## config.mk

```make
export PLATFORM = sky130hd
export DESIGN_NAME = io_port_ctrl
export DESIGN_NICKNAME = d
export VERILOG_FILES = /design/src/rtl/io_pkg.sv /design/src/rtl/io_out_fifo.sv /design/src/rtl/io_port_ctrl.sv
export SDC_FILE = /design/constraint.sdc
export NUM_CORES = 1
export LEC_CHECK = 0
export BUFFER_PORTS_ARGS = -buffer_cell sky130_fd_sc_hd__buf_4
export CORE_ASPECT_RATIO = 0.6
export CORE_MARGIN = 4
export CORE_UTILIZATION = 58
export DETAILED_ROUTE_END_ITERATION = 6
export GPL_TIMING_DRIVEN = 0
export PLACE_DENSITY_LB_ADDON = 0.2
export SYNTH_ARGS = -nofsm -noshare
export SYNTH_HDL_FRONTEND = slang
export SYNTH_SLANG_ARGS = --single-unit
```

## constraint.sdc

```tcl
create_clock -name clk -period 3.25 [get_ports clk]
set_input_delay 0.4875 -clock clk [delete_from_list [all_inputs] [get_ports clk]]
set_output_delay 0.4875 -clock clk [all_outputs]
set_load 0.02 [all_outputs]
```

## src/rtl/io_pkg.sv

```systemverilog
// Shared types and defaults for the OUT/IN peripheral port controller.
package io_pkg;

  // Default width of port and pipeline data.
  localparam int unsigned IO_DATA_W = 16;

  // Input-path FSM states.
  typedef enum logic [1:0] {
    StIdle  = 2'd0,
    StDrain = 2'd1,
    StWait  = 2'd2,
    StDone  = 2'd3
  } in_state_e;

endpackage

```

## src/rtl/io_out_fifo.sv

```systemverilog
// Output queue between execute (OUT) and the external output port.
// A push is admitted only against the registered count, so a pop in the
// same cycle never frees room for a push in that cycle.
module io_out_fifo
  import io_pkg::*;
#(
  parameter int unsigned DATA_W = IO_DATA_W,
  parameter int unsigned DEPTH  = 4,
  localparam int unsigned PTR_W = $clog2(DEPTH),
  localparam int unsigned CNT_W = PTR_W + 1
) (
  input  logic              clk,
  input  logic              rst,
  input  logic              push,
  input  logic [DATA_W-1:0] push_data,
  input  logic              pop,
  output logic [DATA_W-1:0] pop_data,
  output logic [CNT_W-1:0]  count,
  output logic              full,
  output logic              empty
);

  logic [DATA_W-1:0] mem [DEPTH];
  logic [PTR_W-1:0]  wr_ptr;
  logic [PTR_W-1:0]  rd_ptr;
  logic              do_push;
  logic              do_pop;

  // Status from the registered count and qualified push/pop strobes.
  always_comb begin
    full     = (count == CNT_W'(DEPTH));
    empty    = (count == '0);
    do_push  = push && !full;
    do_pop   = pop && !empty;
    // Gate with empty so the port shows zero when nothing is queued.
    pop_data = empty ? '0 : mem[rd_ptr];
  end

  // Pointers wrap naturally because DEPTH is a power of two.
  always_ff @(posedge clk or posedge rst) begin
    if (rst) begin
      wr_ptr <= '0;
      rd_ptr <= '0;
      count  <= '0;
    end else begin
      if (do_push) wr_ptr <= wr_ptr + 1'b1;
      if (do_pop)  rd_ptr <= rd_ptr + 1'b1;
      if (do_push && !do_pop) begin
        count <= count + 1'b1;
      end else if (do_pop && !do_push) begin
        count <= count - 1'b1;
      end
    end
  end

  // Storage array; contents are don't-care until written.
  always_ff @(posedge clk) begin
    if (do_push) mem[wr_ptr] <= push_data;
  end

endmodule

```

## src/rtl/io_port_ctrl.sv

```systemverilog
// Peripheral end of the OUT/IN instructions: queues OUT words toward the
// output port and fetches one input-port word per IN, stalling execute
// while either side cannot complete.
module io_port_ctrl
  import io_pkg::*;
#(
  parameter int unsigned DATA_W    = IO_DATA_W,
  parameter int unsigned OUT_DEPTH = 4,
  localparam int unsigned CNT_W    = $clog2(OUT_DEPTH) + 1
) (
  input  logic              clk,
  input  logic              rst,
  input  logic              out_en,
  input  logic [DATA_W-1:0] out_data,
  input  logic              in_en,
  output logic [DATA_W-1:0] in_data,
  output logic              in_done,
  output logic              stall,
  output logic [DATA_W-1:0] port_out_data,
  output logic              port_out_valid,
  input  logic              port_out_ready,
  input  logic [DATA_W-1:0] port_in_data,
  input  logic              port_in_valid,
  output logic              port_in_ready,
  output logic [CNT_W-1:0]  out_count
);

  logic      fifo_full;
  logic      fifo_empty;
  logic      fifo_pop;
  logic      in_stall;
  logic      capture;
  in_state_e state_q;
  in_state_e state_d;

  io_out_fifo #(
    .DATA_W (DATA_W),
    .DEPTH  (OUT_DEPTH)
  ) u_out_fifo (
    .clk       (clk),
    .rst       (rst),
    .push      (out_en),
    .push_data (out_data),
    .pop       (fifo_pop),
    .pop_data  (port_out_data),
    .count     (out_count),
    .full      (fifo_full),
    .empty     (fifo_empty)
  );

  // Output handshake and combined stall.
  always_comb begin
    port_out_valid = !fifo_empty;
    fifo_pop       = port_out_valid && port_out_ready;
    stall          = (out_en && fifo_full) || in_stall;
  end

  // IN FSM: drain earlier OUTs, then take one input word, then release.
  always_comb begin
    state_d       = state_q;
    in_stall      = 1'b0;
    port_in_ready = 1'b0;
    in_done       = 1'b0;
    capture       = 1'b0;
    unique case (state_q)
      StIdle: begin
        if (in_en) begin
          in_stall = 1'b1;
          // With out_en also high the OUT goes first and the IN waits here.
          if (!out_en) state_d = fifo_empty ? StWait : StDrain;
        end
      end
      StDrain: begin
        in_stall = 1'b1;
        if (!in_en) begin
          state_d = StIdle;
        end else if (fifo_empty) begin
          state_d = StWait;
        end
      end
      StWait: begin
        in_stall = 1'b1;
        if (!in_en) begin
          state_d = StIdle;
        end else begin
          // Ready only while the IN is live, so a flush never eats a word.
          port_in_ready = 1'b1;
          if (port_in_valid) begin
            capture = 1'b1;
            state_d = StDone;
          end
        end
      end
      StDone: begin
        in_done = 1'b1;
        state_d = StIdle;
      end
      default: state_d = StIdle;
    endcase
  end

  // FSM state register.
  always_ff @(posedge clk or posedge rst) begin
    if (rst) begin
      state_q <= StIdle;
    end else begin
      state_q <= state_d;
    end
  end

  // Returned IN word; holds until the next capture.
  always_ff @(posedge clk or posedge rst) begin
    if (rst) begin
      in_data <= '0;
    end else if (capture) begin
      in_data <= port_in_data;
    end
  end

endmodule

```

* Yosys cells after proc, flatten, opt, wreduce, memory -nomap -nowiden *
Memories as Yosys holds them, arrays and structs flattened.
Index checks and enable logic that the tools add are counted.
W data, S select, Z words.

cells by class
  add/sub/neg operators = 4
  eq/ne operators = 8
  muxes and demuxes = 20
  reductions and logical operators = 16

operator list
  operator               number
  $mux W16               1
  $mux W2                7
  $mux W1                8
  $pmux W2 S4            1
  $logic_and A1 B1 Y1    6
  $mux W3                2
  $ne A3 B3 Y1 const B   2
  $add A2 B1 Y2 const B  2
  $eq A2 B2 Y1 const B   2
  $logic_not A1 Y1       4
  $ne A2 B2 Y1 const B   2
  $reduce_and A4 Y1      1
  $add A3 B1 Y3 const B  1
  $eq A3 B3 Y1 const B   1
  $logic_not A3 Y1       1
  $sub A3 B1 Y3 const B  1
  $eq A2 B1 Y1 const B   1
  $logic_not A2 Y1       1
  $pmux W1 S2            1
  $reduce_bool A2 Y1     1
  $reduce_or A2 Y1       1
  $logic_or A1 B1 Y1     1

storage, ports and cells
  register bits after elaboration = 25
  RAM bits = 64
  output and inout port bits = 39
  memories kept = 1

memory list
  memory          depth  bits a word  rd ports  clocked after Yosys merged registers in  wr ports  RTL line           text
  u_out_fifo.mem  4      16           1         0                                        1         io_out_fifo.sv:23  logic [DATA_W-1:0] mem [DEPTH];

* Depth between registers and ports, before layout *
  depth after elaboration = 7
  mapped depth = 10
  gate-level depth less buffers = 9

* Hierarchy *
From an unflattened synthesis, not the netlist that was laid out.

unflattened totals
  cells, all modules = 202
  area, all modules = 3806.2 um^2

modules (own cells, without submodules)
  module        times used  cells an instance  area an instance (um^2)  sequential area each (um^2)
  io_out_fifo   1           138                2947.8                   2097.0
  io_port_ctrl  1           64                 858.3                    450.4

* Worst setup path before layout *
Ideal clock, no wire load.

  kind = reg2reg
  start = register u_out_fifo.count[0]
  end = register u_out_fifo.count[2]
  library setup time = 0.080 ns
  data arrival time = 2.092 ns
  required time = 3.170 ns
  path slack = 1.078 ns
  stages on the path, launching flop included = 11
  path buffers = 1
  cell sequence = dfrtp_1 nor3_1 inv_1 buf_2 nand2_1 ha_1 inv_1 fa_1 xor2_1 nor2_1 xor2_1

on the way
  word-level cells in the longest chain between the ends = 7
  elaborated cells on any way between the ends = 16
  those cells by class = 2 x add/sub; 1 x eq/ne; 2 x mux; 11 x reduce/logical

ends and longest elaborated chain
  element                                                                RTL line           text
  from (decl)                                                            io_out_fifo.sv:18  output logic [CNT_W-1:0] count,
  from (signal assigned)                                                 io_out_fifo.sv:49  count <= count + 1'b1;
  from (signal assigned)                                                 io_out_fifo.sv:51  count <= count - 1'b1;
  parallel branches: the longest is 7 deep, another holds $sub A3 B1 Y3  -

Parallel ways; which one is timed is not known. The select of a mux whose other input is x is not followed.
A chain may end at the register's enable or synchronous reset.

* Final worst setup path *
Same ends and word-level chain as after synthesis.

==> results_dict.tcl <==
set metrics [dict create \
    synth_flop_cell "edfxtp_1" \
    synthCells 196 \
    clk_pin_slew_ns 0.09 \
    antenna_found_initial 0 \
    fin_crit_sh 0.736 \
    worstReg2RegEnd "u_out_fifo.count[2]$_DFFE_PP0P_" \
    p_seq_frac 0.385 \
    rsz0062_at_grt "no" \
    io_buffers 76 \
    fin_setup_tns_ns 0 \
    synth.distinct_cells 30 \
    fin_util 0.744 \
    die_width_um 111 \
    avgSynthCellArea_um2 18.9 \
    holdBufCountCts 0 \
    period_minus_slack_ns 2.39 \
    synth_fa_ha_area_frac 0.0392 \
    syn_nets 245 \
    synth_top_family_by_area "multiplexers" \
    fp-row-count 22 \
    relSlewSlack 0.390 \
    gp_congestion 0.757 \
    drt_wl_total_mm 6.52 \
    grt_max_degree 26 \
    r2r_slack_ns 0.86 \
    hold_path.class "in2reg" \
    htreeDepth 3 \
    route.detailed.wl_per_inst_um 17.5 \
    ys_seq_elements 89 \
    p_leak_nw 1.85 \
    async_flop_share 0.281 \
    status "complete, no violations" \
    skew_ns 0.0102 \
    yosysSeqAreaShare 0.689 \
    synth_warnings 0 \
    die-area_um2 7760 \
    peakVddDrop_mv 0.504 \
    synth_xor_xnor_area_share 0.0142 \
    drtIter0Drc 79 \
    synth_compound_area_frac 0.0217 \
    p_clk_frac 0.160 \
    power_density_nw_per_um2 968 \
    vias_per_cell 5.25 \
    die_height_um 69.9 \
    area_growth_syn_to_layout_pct 23.5 \
    cts_resized 0 \
    r2r-start "u_out_fifo.count[0]$_DFFE_PP0P_" \
    root_buffer "clkbuf_8" \
    intPower_mw 2.88 \
    switchingPower_mw 1.55 \
    dr.pass1.iters 4 \
    dpl-instance-area_um2 4370 \
    vias 1953 \
    critical_path_class "reg2reg" \
    nets 332 \
    muxShareOfSynthArea 0.163 \
    overflow 0 \
    finalSetupViolCount 0 \
    timing.fmax_mhz 418 \
    hpwl_mm 4.47 \
    hold_end "u_out_fifo.mem[2][1]$_DFFE_PP_" \
    tightest_slew_ns 0.914 \
    cp_cell_sequence "nor3_1 > inv_1 > buf_2 > nand2_1 > ha_1 > inv_1 > fa_1 > xor2_1 > nor2_1 > xor2_1" \
    combPwrFrac 0.456 \
    cp-startpoint "u_out_fifo.count[0]$_DFFE_PP0P_" \
    syn_area_um2 3700 \
    groute.usage.overall 0.177 \
    fillers 375 \
    clock_latency_ns 0.34 \
    cts_tree "done" \
    cap_violations 0 \
    slew_violations 0 \
    numCtsBuffers 9 \
    reg2reg_depth 10 \
    io_pins 77 \
    whs_path_depth 1 \
    cp-start-kind "register" \
    switching_share 0.349 \
    yosys.area_share.simple 0.0501 \
    finalInstanceArea_um2 4570 \
    cp_max_fo 10 \
    max_stage_delay_ns 0.46 \
    grt_pass1_vias 2021 \
    cp-end-kind "register" \
    crit_arrival_ns 2.65 \
    crit_slowest_cell "dfrtp_1" \
    cts.path.max_buffers 2 \
    start_util 0.603 \
    crit_required_ns 3.51 \
    drive_gt1_frac 0.441 \
    hold_ws_ns 0.344 \
    coreArea_um2 6140 \
    cts_setup_buffers 0 \
    drcViolationCount 0 \
    synth_edf_count 64 \
    grt_first_pass_wirelength_mm 10.5 \
    worstHoldStart "out_data[1]" \
    num_antenna_cells 0 \
    cts.sinks 89 \
    finalHoldViolations 0 \
    final_antenna_net_count 0 \
]
[cells in the mapped netlist (all sizes together) (3+ instances only)]
| cell type | count | area share |
|---|---|---|
| and2 | 21 | 0.036 |
| buf | 6 | 0.014 |
| dfrtp | 25 | 0.17 |
| edfxtp | 64 | 0.52 |
| ha | 10 | 0.034 |
| inv | 8 | 0.0081 |
| mux2 | 18 | 0.055 |
| mux4 | 16 | 0.11 |
| nor2 | 3 | 0.0030 |
| xnor2 | 4 | 0.0095 |
[kinds of logic (layout without fill, tap and decap cells)]
kind of cell,count (synthesis),in the layout
DFF,89,89
muxes,35,35
and+or+nand+nor,31,31
buffers and inverters,15,107
adders and majority gates,11,11
AOI/OAI and AO/OA,9,9
xor gates and xnor gates,6,6
[critical path: cells and delay by family (launching register included)]
family / cells / cell delay, ns
xor+xnor: 2 / 0.34
fa+ha+maj: 2 / 0.60
buf+inv: 3 / 0.41
flops: 1 / 0.46
simple gates: 3 / 0.51
[worst max path at each step]
stage                                      end  slack, ns
2_1_floorplan  u_out_fifo.count[2]$_DFFE_PP0P_       1.08
3_3_place_gp   u_out_fifo.count[2]$_DFFE_PP0P_       0.98
3_5_place_dp   u_out_fifo.count[2]$_DFFE_PP0P_       0.97
4_1_cts        u_out_fifo.count[2]$_DFFE_PP0P_       0.85
5_1_grt        u_out_fifo.count[2]$_DFFE_PP0P_       0.66
6_report       u_out_fifo.count[2]$_DFFE_PP0P_       0.86
[power by group through the flow]
stage | sequential, mW | clock [mW] | combinational, mW
after floorplan | 1.84 | 0 | 1.16
after global routing | 1.74 | 0.779 | 2.16
final | 1.70 | 0.706 | 2.02
after CTS | 1.70 | 0.721 | 2.04
after detailed placement | 1.73 | 0 | 2.02
after global placement | 1.71 | 0 | 1.99
[metal layers]
layer | track usage | part of all wire | vias to the layer above | wire, um
met1 | 0.259 | 0.48 | 980 | 3120
met3 | 0.0519 | 0.052 | 7 | 339
met2 | 0.257 | 0.46 | 50 | 3000
li1 | - | - | 916 | -
met5 | 0 | 0 | - | 0
met4 | 0.0648 | 0.0094 | 0 | 61
[flip-flops by register name, indices dropped and copies added (netlist names)]
| register | count |
|---|---|
| u_out_fifo.mem | 64 |
| in_data | 16 |
| u_out_fifo.count | 3 |
| state_q | 2 |
| u_out_fifo.rd_ptr | 2 |
| u_out_fifo.wr_ptr | 2 |
[cells in the final DEF, fill, tap and decap left out, types with 2 or more instances in the layout]
master / n
xnor2_1: 4
a21oi_1: 2
clkbuf_8: 10
mux4_1: 8
buf_2: 4
dfrtp_1: 25
mux2_2: 18
edfxtp_1: 64
inv_1: 8
buf_4: 76
clkinv_2: 2
o32a_1: 2
clkbuf_1: 2
xor2_1: 2
and2_1: 21
nand2_1: 2
ha_1: 10
nor2_1: 3
mux4_2: 8
[through the flow]
step	power (mW)	setup WS [ns]	instances
finish	4.42	0.859	372
global route	4.68	0.663	372
CTS	4.46	0.846	372
detailed placement	3.75	0.967	356
global placement	3.71	0.976	356
floorplan	3.00	1.08	196
[layout make-up]
class / count / area (um^2) / share of cell area
Sequential cell: 89 / 2550 / 0.558
Multi-Input combinational cell: 92 / 1070 / 0.233
Timing Repair Buffer: 76 / 571 / 0.125
Clock buffer: 12 / 166 / 0.0364
Tap cell: 84 / 105 / 0.0230
Buffer: 7 / 55.1 / 0.0121
Inverter: 8 / 30.0 / 0.00658
Clock inverter: 4 / 26.3 / 0.00575
Power figures use the tool's default switching activity.
